--- src/rtl/mmio_uart_tx_if.sv ---
// Processor data-memory bus slice seen by the MMIO UART transmitter.
interface mmio_uart_tx_if;
  logic [31:0] mem_addr;
  logic        mem_oe;
  logic [31:0] mem_wdata;
  logic [3:0]  mem_we;
  logic [31:0] mem_rdata;
  logic        mem_ready;

  modport master (
    output mem_addr, mem_oe, mem_wdata, mem_we,
    input  mem_rdata, mem_ready
  );

  modport slave (
    input  mem_addr, mem_oe, mem_wdata, mem_we,
    output mem_rdata, mem_ready
  );
endinterface

--- src/rtl/mmio_uart_tx.sv ---
// Memory-mapped 8N1 UART transmitter with a byte FIFO, status register and
// single-cycle-latency read responses.
module mmio_uart_tx #(
  parameter logic [31:0] BASE     = 32'hf0000000,
  parameter int unsigned BAUD_DIV = 868,
  parameter int unsigned FIFO_LOG = 4
) (
  input  logic          clk,
  input  logic          rst,
  mmio_uart_tx_if.slave bus,
  output logic          uart_txd
);

  localparam int unsigned DEPTH  = 1 << FIFO_LOG;
  localparam int unsigned CNT_W  = FIFO_LOG + 1;
  localparam int unsigned BAUD_W = $clog2(BAUD_DIV);
  localparam logic [BAUD_W-1:0] BAUD_LOAD = BAUD_W'(BAUD_DIV - 1);

  typedef enum logic [1:0] {IDLE, START, DATA, STOP} state_t;

  state_t              state, state_next;
  logic [BAUD_W-1:0]   baud_cnt, baud_next;
  logic [2:0]          bit_idx, bit_next;
  logic [7:0]          shift, shift_next;
  logic [FIFO_LOG-1:0] rd_ptr, wr_ptr;
  logic [CNT_W-1:0]    count, count_next;
  logic                ovf, ovf_next;
  logic                txd_next;
  logic [31:0]         rdata_next, rd_val;
  logic                ready_next;
  logic [7:0]          fifo_mem [DEPTH];

  logic       sel, is_rd, push_req, clr_ovf, full, busy, pop, push;
  logic [1:0] off;
  logic       unused_bits;

  assign sel      = bus.mem_oe && (bus.mem_addr[31:4] == BASE[31:4]);
  assign off      = bus.mem_addr[3:2];
  assign is_rd    = sel && (bus.mem_we == 4'h0);
  assign push_req = sel && (off == 2'd1) && bus.mem_we[0];
  assign clr_ovf  = sel && (off == 2'd2) && (bus.mem_we != 4'h0);
  assign full     = (count == CNT_W'(DEPTH));
  assign busy     = (state != IDLE) || (count != '0);
  // A full FIFO still accepts a byte when the FSM frees a slot the same cycle.
  assign push     = push_req && (!full || pop);
  assign unused_bits = ^{bus.mem_wdata[31:8], bus.mem_addr[1:0]};

  // State and datapath registers
  always_ff @(posedge clk) begin
    if (rst) begin
      state         <= IDLE;
      baud_cnt      <= '0;
      bit_idx       <= '0;
      shift         <= '0;
      rd_ptr        <= '0;
      wr_ptr        <= '0;
      count         <= '0;
      ovf           <= 1'b0;
      uart_txd      <= 1'b1;
      bus.mem_rdata <= '0;
      bus.mem_ready <= 1'b0;
    end else begin
      state         <= state_next;
      baud_cnt      <= baud_next;
      bit_idx       <= bit_next;
      shift         <= shift_next;
      count         <= count_next;
      ovf           <= ovf_next;
      uart_txd      <= txd_next;
      bus.mem_rdata <= rdata_next;
      bus.mem_ready <= ready_next;
      if (pop)  rd_ptr <= rd_ptr + FIFO_LOG'(1);
      if (push) wr_ptr <= wr_ptr + FIFO_LOG'(1);
    end
  end

  // FIFO storage; pointers are cleared by reset so stale contents are harmless
  always_ff @(posedge clk) begin
    if (push) fifo_mem[wr_ptr] <= bus.mem_wdata[7:0];
  end

  // Next-state logic: TX sequencing, FIFO occupancy and sticky overflow
  always_comb begin
    state_next = state;
    baud_next  = baud_cnt;
    bit_next   = bit_idx;
    shift_next = shift;
    pop        = 1'b0;
    case (state)
      IDLE: begin
        if (count != '0) begin
          pop        = 1'b1;
          state_next = START;
          shift_next = fifo_mem[rd_ptr];
          baud_next  = BAUD_LOAD;
        end
      end
      START: begin
        if (baud_cnt == '0) begin
          state_next = DATA;
          bit_next   = 3'd0;
          baud_next  = BAUD_LOAD;
        end else begin
          baud_next = baud_cnt - BAUD_W'(1);
        end
      end
      DATA: begin
        if (baud_cnt == '0) begin
          baud_next = BAUD_LOAD;
          if (bit_idx == 3'd7) begin
            state_next = STOP;
          end else begin
            bit_next   = bit_idx + 3'd1;
            shift_next = shift >> 1;
          end
        end else begin
          baud_next = baud_cnt - BAUD_W'(1);
        end
      end
      default: begin
        if (baud_cnt == '0) begin
          baud_next = BAUD_LOAD;
          if (count != '0) begin
            pop        = 1'b1;
            state_next = START;
            shift_next = fifo_mem[rd_ptr];
          end else begin
            state_next = IDLE;
          end
        end else begin
          baud_next = baud_cnt - BAUD_W'(1);
        end
      end
    endcase

    count_next = count;
    if (push && !pop)      count_next = count + CNT_W'(1);
    else if (pop && !push) count_next = count - CNT_W'(1);

    ovf_next = ovf;
    if (clr_ovf)                      ovf_next = 1'b0;
    else if (push_req && full && !pop) ovf_next = 1'b1;
  end

  // Output logic: line level follows the next state; reads sample current state
  always_comb begin
    txd_next = 1'b1;
    case (state_next)
      START:   txd_next = 1'b0;
      DATA:    txd_next = shift_next[0];
      default: txd_next = 1'b1;
    endcase

    rd_val = '0;
    case (off)
      2'd1:    rd_val = {31'h0, !full};
      2'd2:    rd_val = {16'h0, 8'(count), 5'h0, ovf, busy, !full};
      default: rd_val = '0;
    endcase

    rdata_next = is_rd ? rd_val : 32'h0;
    ready_next = is_rd;
  end

endmodule

--- src/flat_wrapper.sv ---
// flat-port wrapper written by rule: the top's interface ports become plain ports
module mmio_uart_tx_flat 
#(
  parameter logic [31:0] BASE     = 32'hf0000000,
  parameter int unsigned BAUD_DIV = 868,
  parameter int unsigned FIFO_LOG = 4
)
  (clk, rst, uart_txd, bus_mem_addr, bus_mem_oe, bus_mem_wdata, bus_mem_we, bus_mem_rdata, bus_mem_ready);
  mmio_uart_tx_if bus_i ();
  input  logic clk;
  input  logic rst;
  output logic uart_txd;
  input wire logic [$bits(bus_i.mem_addr)-1:0] bus_mem_addr;
  input wire logic [$bits(bus_i.mem_oe)-1:0] bus_mem_oe;
  input wire logic [$bits(bus_i.mem_wdata)-1:0] bus_mem_wdata;
  input wire logic [$bits(bus_i.mem_we)-1:0] bus_mem_we;
  output wire logic [$bits(bus_i.mem_rdata)-1:0] bus_mem_rdata;
  output wire logic [$bits(bus_i.mem_ready)-1:0] bus_mem_ready;
  assign bus_i.mem_addr = bus_mem_addr;
  assign bus_i.mem_oe = bus_mem_oe;
  assign bus_i.mem_wdata = bus_mem_wdata;
  assign bus_i.mem_we = bus_mem_we;
  assign bus_mem_rdata = bus_i.mem_rdata;
  assign bus_mem_ready = bus_i.mem_ready;
  mmio_uart_tx #(.BASE(BASE), .BAUD_DIV(BAUD_DIV), .FIFO_LOG(FIFO_LOG)) u_core (.clk(clk), .rst(rst), .bus(bus_i), .uart_txd(uart_txd));
endmodule
--- config.mk ---
export PLATFORM = sky130hd
export DESIGN_NAME = mmio_uart_tx_flat
export DESIGN_NICKNAME = d
export VERILOG_FILES = /design/src/rtl/mmio_uart_tx_if.sv /design/src/rtl/mmio_uart_tx.sv /design/src/flat_wrapper.sv
export SDC_FILE = /design/constraint.sdc
export NUM_CORES = 1
export LEC_CHECK = 0
export ABC_CLOCK_PERIOD_IN_PS = 10450
export CAP_MARGIN = 20
export CORE_UTILIZATION = 59
export CTS_CLUSTER_SIZE = 10
export DETAILED_ROUTE_END_ITERATION = 7
export GPL_TIMING_DRIVEN = 0
export PLACE_DENSITY = 0.83
export SLEW_MARGIN = 20
export SYNTH_ARGS = -nofsm -noshare
export SYNTH_HDL_FRONTEND = slang
export SYNTH_SLANG_ARGS = --single-unit
--- constraint.sdc ---
create_clock -name clk -period 10.45 [get_ports clk]
set_input_delay 1.045 -clock clk [delete_from_list [all_inputs] [get_ports clk]]
set_output_delay 1.045 -clock clk [all_outputs]
set_load 0.02 [all_outputs]
==> impl_metrics.json, run 1 <==
{
  "fmax_mhz": 220,
  "avgSynthCellArea_um2": 14.2,
  "synth-seq-cells": 179,
  "rsz0062_at_grt": "false",
  "dpl.hpwl_um": 11800,
  "cts_tree": "done",
  "grt_pass1_wl_um": 27300,
  "die_x_um": 116,
  "grt_max_degree": 19,
  "async_flop_share_pct": 0,
  "critPathTopFamily": "simple AND/OR/NAND/NOR gates",
  "seq_area_um2": 4860,
  "relSlewSlack_pct": 37.2,
  "internal_power_mw": 1.41,
  "wl_um": 17800,
  "leakagePower_nw": 3.19,
  "crit_top_cell": "a21oi_1",
  "cts_root_buf": "clkbuf_16",
  "grt_pass1_vias": 5060,
  "via_count": 5046,
  "fin_crit_sh_pct": 43.4,
  "grt_overflow": 0,
  "maxCapViolCount": 0,
  "coreArea_um2": 12700,
  "drive_gt1_share_pct": 16.2,
  "track_usage_pct": 28.6,
  "cts_resized": 0,
  "path_clk_slew_ns": 0.07,
  "dpl_cell_area_um2": 8560,
  "post_cts_buffers": 0,
  "layout-area-overhead-vs-synth_pct": 18.3,
  "yosysTopAreaCell": "edfxtp_1",
  "antenna_left": 0,
  "antenna_found_initial": 0,
  "syn_inst": 546,
  "h-tree-depth": 4,
  "synth_warnings": 0,
  "critPathMaxFanout": 10,
  "yosysMostFrequentCell": "edfxtp_1",
  "die-area_um2": 13600,
  "outcome": "complete, no violations",
  "setup_slack_ns": 5.91,
  "ys.flop_type": "edfxtp_1",
  "path_cells": "clkdlybuf4s50_1 > nor4b_1 > nand4_1 > nor4_1 > and2_4 > buf_2 > ha_1 > inv_1 > fa_1 > a21o_1 > a21oi_1 > xnor2_1 > or3_1 > a21oi_1",
  "synth_seq_area_share_pct": 62.9,
  "nNetsFinal": 728,
  "fin_hold_ws_ns": 0.477,
  "synth_top_area_share_pct": 49.7,
  "pwr-share-comb_pct": 28.7,
  "path_buf_inv": 3,
  "numPortBuffers": 53,
  "tightestPinTransition_ns": 0.942,
  "drv_slew": 0,
  "cp.required_ns": 10.81,
  "gp_congestion": 0.825,
  "hp-class": "reg2reg",
  "drcViolationCount": 0,
  "setup_viol": 0,
  "synth_commonest_cells": "128 x edfxtp_1, 51 x dfxtp_1, 40 x nor2_1",
  "min_period_ns": 4.54,
  "synth.area.top_cells": "edfxtp_1 50%, dfxtp_1 13%, mux4_2 9.0%, buf_4 2.4%, ha_1 2.4%",
  "crit_type": "in2reg",
  "max-vdd-ir-drop_uv": 246,
  "ys_types": 58,
  "netlist_area_um2": 7730,
  "via_per_inst": 6.11,
  "p_total_mw": 2.11,
  "p_switching_mw": 0.692,
  "num_rows": 41,
  "seqPwrFrac_pct": 41.1,
  "initial_core_util_pct": 60.8,
  "finalHoldViolCount": 0,
  "boundaryPins": 105,
  "clock_path_buffers": 2,
  "p_clk_share_pct": 30.2,
  "finClkSkew_ns": 0.0105,
  "diodes": 0,
  "die_h_um": 116,
  "drtPass1Iterations": 5,
  "postLayoutCellArea_um2": 9150,
  "slowest_delay_ns": 0.62,
  "cts_buffers": 17,
  "synth-edff-count": 128,
  "cp_slowest_cell": "nor4_1",
  "critPathLaunchType": "primary input",
  "multi_input_area_um2": 2640,
  "wire_per_inst_um": 21.5,
  "fin_tns_setup_ns": 0,
  "drt_iter0_drc": 479,
  "cts_sinks": 179,
  "nFillCells": 834,
  "pre_cts_ws_ns": 5.56,
  "cp_data_arrival_time_ns": 4.90,
  "clk_latency_ns": 0.43,
  "powerDensity_nw_per_um2": 230,
  "netSwitchingFraction_pct": 32.9,
  "cp-end-kind": "flop",
  "ctsHoldBuffers": 0
}
[power by group through the flow]
stage	clock, mW	combinational [mW]	sequential [mW]
6_report	0.636	0.605	0.865
5_1_grt	0.666	0.660	0.872
4_1_cts	0.638	0.601	0.863
3_5_place_dp	0	0.594	0.878
3_3_place_gp	0	0.566	0.875
2_1_floorplan	0	0.448	0.867
[state kept, by name, indices dropped and copies added (netlist names), 2 cells and up, named ones only]
signal                cells
u_core.fifo_mem         128
u_core.baud_cnt          10
u_core.bus.mem_rdata      8
u_core.shift              8
u_core.count              5
u_core.rd_ptr             4
u_core.wr_ptr             4
u_core.bit_idx            3
u_core.state              2
[metrics by stage]
stage,util (%),instances
2_1_floorplan,-,569
3_3_place_gp,67.3,794
3_5_place_dp,67.3,794
4_1_cts,71.9,826
5_1_grt,71.9,826
6_report,71.9,826
[area by class of cell]
type | instances | share of cell area [%]
plain buffers | 44 | 2.88
clock buffers | 18 | 4.69
repair buffers | 53 | 5.80
flip-flops and latches | 179 | 53.2
clock inverters | 14 | 1.72
inverters | 13 | 0.533
well taps | 172 | 2.35
multi-input cells | 333 | 28.9
[metal layers]
metal | up-vias | global-route usage, % | wire (µm)
met5 | - | 0 | 0
met4 | 0 | 14.0 | 644
met3 | 48 | 6.64 | 1170
met2 | 254 | 50.2 | 9390
met1 | 2491 | 33.1 | 6580
li1 | 2253 | - | -
[tightest hold or removal path, stage by stage, from the launching register on]
cell     delay, ns
dfxtp_1       0.32
nand2_1       0.05
a21oi_1       0.06
[cell usage in the layout (no fill, tap or decap), types with 5 or more instances in the layout]
master,netlist,final
nor4_1,6,6
a311oi_1,6,6
and3_1,20,20
o21ai_0,9,9
a21oi_1,27,27
buf_4,25,25
or3_1,5,5
ha_1,15,15
edfxtp_1,128,128
clkdlybuf4s50_1,0,53
nand2_1,21,21
nor2_1,40,40
and2_1,9,9
nand4_1,7,7
clkbuf_16,0,17
mux2i_1,15,15
mux4_2,31,31
inv_1,13,13
a21o_1,6,6
a22oi_1,10,10
nand2b_1,7,7
inv_6,0,5
clkbuf_1,12,13
a211oi_1,9,9
nor3_1,14,14
conb_1,1,24
dfxtp_1,51,51
[logic make-up after synthesis]
kind of cell	synth area share, %
adder cells (fa/ha/maj)	2.69
AND/OR/NAND/NOR	11.1
AO/OA/AOI/OAI	7.48
other	0.0485
buffers and inverters	4.05
multiplexers	11.0
flip-flops	62.9
XOR/XNOR	0.793
[worst paths after layout]
path                                   start                              to  slack [ns]  depth (start not counted)
max                         bus_mem_addr[27]    u_core.count[4]$_SDFFE_PP0P_        5.91                         14
min           u_core.bit_idx[1]$_SDFFE_PP0P_  u_core.bit_idx[1]$_SDFFE_PP0P_        0.48                          2
max reg2reg  u_core.baud_cnt[0]$_SDFFE_PP0P_    u_core.count[4]$_SDFFE_PP0P_        6.39                         15
min reg2reg   u_core.bit_idx[1]$_SDFFE_PP0P_  u_core.bit_idx[1]$_SDFFE_PP0P_        0.48                          2
No activity file was read; power rests on OpenSTA's default activity.
==> run 2: changes to the inputs <==
--- a/config.mk
+++ b/config.mk
@@ -5,13 +5,13 @@
 export SDC_FILE = /design/constraint.sdc
 export NUM_CORES = 1
 export LEC_CHECK = 0
-export ABC_CLOCK_PERIOD_IN_PS = 10450
+export ABC_CLOCK_PERIOD_IN_PS = 4000
 export CAP_MARGIN = 20
-export CORE_UTILIZATION = 59
+export CORE_UTILIZATION = 50
 export CTS_CLUSTER_SIZE = 10
 export DETAILED_ROUTE_END_ITERATION = 7
 export GPL_TIMING_DRIVEN = 0
-export PLACE_DENSITY = 0.83
+export PLACE_DENSITY = 0.75
 export SLEW_MARGIN = 20
 export SYNTH_ARGS = -nofsm -noshare
 export SYNTH_HDL_FRONTEND = slang
==> constraint.sdc (replaced) <==
create_clock -name clk -period 4 [get_ports clk]
set_input_delay 0.4 -clock clk [delete_from_list [all_inputs] [get_ports clk]]
set_output_delay 0.4 -clock clk [all_outputs]
set_load 0.02 [all_outputs]
==> impl_metrics.json, run 2 (same netlist as run 1, synthesis figures left out) <==
{
  "path_cells": "clkdlybuf4s50_1 > nor4_1 > nand4_1 > nor4_2 > and2_4 > buf_2 > ha_1 > inv_1 > fa_1 > a21o_1 > a21oi_1 > xnor2_1 > or3_1 > a21oi_1",
  "wire_per_inst_um": 19.8,
  "drcViolationCount": 0,
  "powerDensity_nw_per_um2": 596,
  "antenna_found_initial": 0,
  "initial_core_util_pct": 51.1,
  "reg2regPathDepth": 15,
  "grt_pass1_wl_um": 26400,
  "critPathLaunchType": "primary input",
  "holdPathStages": 3,
  "gp_congestion": 0.898,
  "h-tree-depth": 4,
  "layout-area-overhead-vs-synth_pct": 18.9,
  "clk_latency_ns": 0.44,
  "setup_viol": 0,
  "grt_pass1_vias": 4905,
  "grt_max_degree": 19,
  "cp.required_ns": 4.36,
  "r2r_end": "u_core.count[4]$_SDFFE_PP0P_",
  "via_per_inst": 5.81,
  "finalHoldViolCount": 0,
  "fmax_mhz": 269,
  "max-vdd-ir-drop_uv": 448,
  "clock_path_buffers": 2,
  "cts_sinks": 179,
  "dp_cells": 810,
  "fin_crit_sh_pct": 93.1,
  "drv_slew": 0,
  "hold_end": "u_core.wr_ptr[2]$_SDFFE_PP0P_",
  "finClkSkew_ns": 0.0146,
  "path_clk_slew_ns": 0.07,
  "drtPass1Iterations": 5,
  "final_common_cell": "edfxtp_1",
  "cp_slowest_cell": "nor4_2",
  "crit_type": "in2reg",
  "antenna_left": 0,
  "crit_top_cell": "a21oi_1",
  "cp-end-kind": "flop",
  "maxCapViolCount": 0,
  "stdcell_count": 842,
  "rrSetupSlack_ns": 0.42,
  "min_period_ns": 3.72,
  "post_cts_buffers": 0,
  "num_rows": 45,
  "rsz0062_at_grt": "false",
  "p_total_mw": 5.48,
  "slowest_delay_ns": 0.52,
  "critPathMaxFanout": 10,
  "numPortBuffers": 53,
  "wl_um": 16600,
  "relSlewSlack_pct": 47.4,
  "leakagePower_nw": 3.20,
  "reg_top3": "u_core.fifo_mem (128), u_core.baud_cnt (10)",
  "die-area_um2": 16000,
  "fin_hold_ws_ns": 0.455,
  "cts_buffers": 17,
  "largest_register_ffs": 128,
  "tightestPinTransition_ns": 0.786,
  "drt_iter0_drc": 489,
  "boundaryPins": 105,
  "hold_path_startpoint": "rst",
  "nNetsFinal": 728,
  "dpl.hpwl_um": 11100,
  "hp-class": "in2reg",
  "diodes": 0,
  "drive_gt1_share_pct": 16.5,
  "coreArea_um2": 15100,
  "die_x_um": 126,
  "cts_root_buf": "clkbuf_16",
  "track_usage_pct": 22.4,
  "cp_data_arrival_time_ns": 4.08,
  "rr_startpoint": "u_core.baud_cnt[0]$_SDFFE_PP0P_",
  "largest-register": "u_core.fifo_mem",
  "via_count": 4895,
  "die_h_um": 126,
  "cts_tree": "done",
  "grt_overflow": 0,
  "outcome": "complete, no violations",
  "layout_common_cells": "128 x edfxtp_1, 53 x clkdlybuf4s50_1, 51 x dfxtp_1"
}
==> run 2: cell count changes in the layout (fill, tap and decap cells not counted) <==
| cell | change |
|---|---|
| inv_6 | -3 |
| clkinv_4 | +2 |
| clkbuf_1 | -1 |
| clkinv_1 | +1 |
| clkinv_2 | +1 |
| clkinvlp_4 | -1 |
| inv_8 | +1 |
| nor3b_1 | -1 |
| nor3b_2 | +1 |
| nor4_1 | -1 |
| nor4_4 | +1 |
==> run 2: worst max path at each step <==
| stage | endpoint | from | cells past startpoint |
|---|---|---|---|
| global route | u_core.count[4]$_SDFFE_PP0P_ | bus_mem_addr[15] | 14 |
| finish | u_core.count[4]$_SDFFE_PP0P_ | bus_mem_addr[19] | 14 |
| floorplan | u_core.count[4]$_SDFFE_PP0P_ | bus_mem_addr[20] | 13 |
| global placement | u_core.count[4]$_SDFFE_PP0P_ | bus_mem_addr[20] | 14 |
| CTS | u_core.count[4]$_SDFFE_PP0P_ | u_core.baud_cnt[0]$_SDFFE_PP0P_ | 15 |
| detailed placement | u_core.count[4]$_SDFFE_PP0P_ | bus_mem_addr[19] | 14 |
==> run 2: area by class of cell <==
| class | count | area [µm²] |
|---|---|---|
| fillers | 1122 | 5950 |
| flip-flops and latches | 179 | 4860 |
| multi-input cells | 333 | 2660 |
| repair buffers | 53 | 531 |
| clock buffers | 17 | 425 |
| plain buffers | 44 | 264 |
| well taps | 188 | 235 |
| clock inverters | 15 | 161 |
| inverters | 13 | 48.8 |
==> run 2: timing repair <==
action | in CTS | in global routing
hold endpoints to repair | 0 | 0
resized for setup | 0 | 3
hold buffers | 0 | 0
endpoints found under the setup margin | 0 | 1
==> run 2: metrics by stage <==
step	setup WS, ns	setup TNS [ns]	util (%)	instance area (µm²)
4_1_cts	0.175	0	60.6	9170
3_5_place_dp	-0.212	-0.212	56.7	8580
2_1_floorplan	0.698	0	-	7820
5_1_grt	0.0434	0	60.7	9190
3_3_place_gp	-0.139	-0.139	56.7	8580
6_report	0.276	0	60.7	9190
==> run 2: where the power goes <==
group | leakage (nW) | internal [mW] | switching [mW]
sequential | 1.57 | 2.12 | 0.153
clock | 0.284 | 0.886 | 0.767
combinational | 1.35 | 0.693 | 0.864
==> run 2: critical path: cells and delay by family <==
family	cells	cell delay, ns
AO/OA/AOI/OAI	3	0.48
XOR/XNOR	1	0.09
adder cells (fa/ha/maj)	2	0.67
buffers and inverters	3	0.70
AND/OR/NAND/NOR	5	1.73
==> run 2: layer usage <==
| layer | wire [µm] | vias up | GRT usage (%) |
|---|---|---|---|
| met3 | 899 | 29 | 4.64 |
| met4 | 349 | 0 | 9.07 |
| li1 | - | 2264 | - |
| met5 | 0 | - | 0 |
| met1 | 6890 | 2415 | 28.0 |
| met2 | 8490 | 187 | 38.2 |
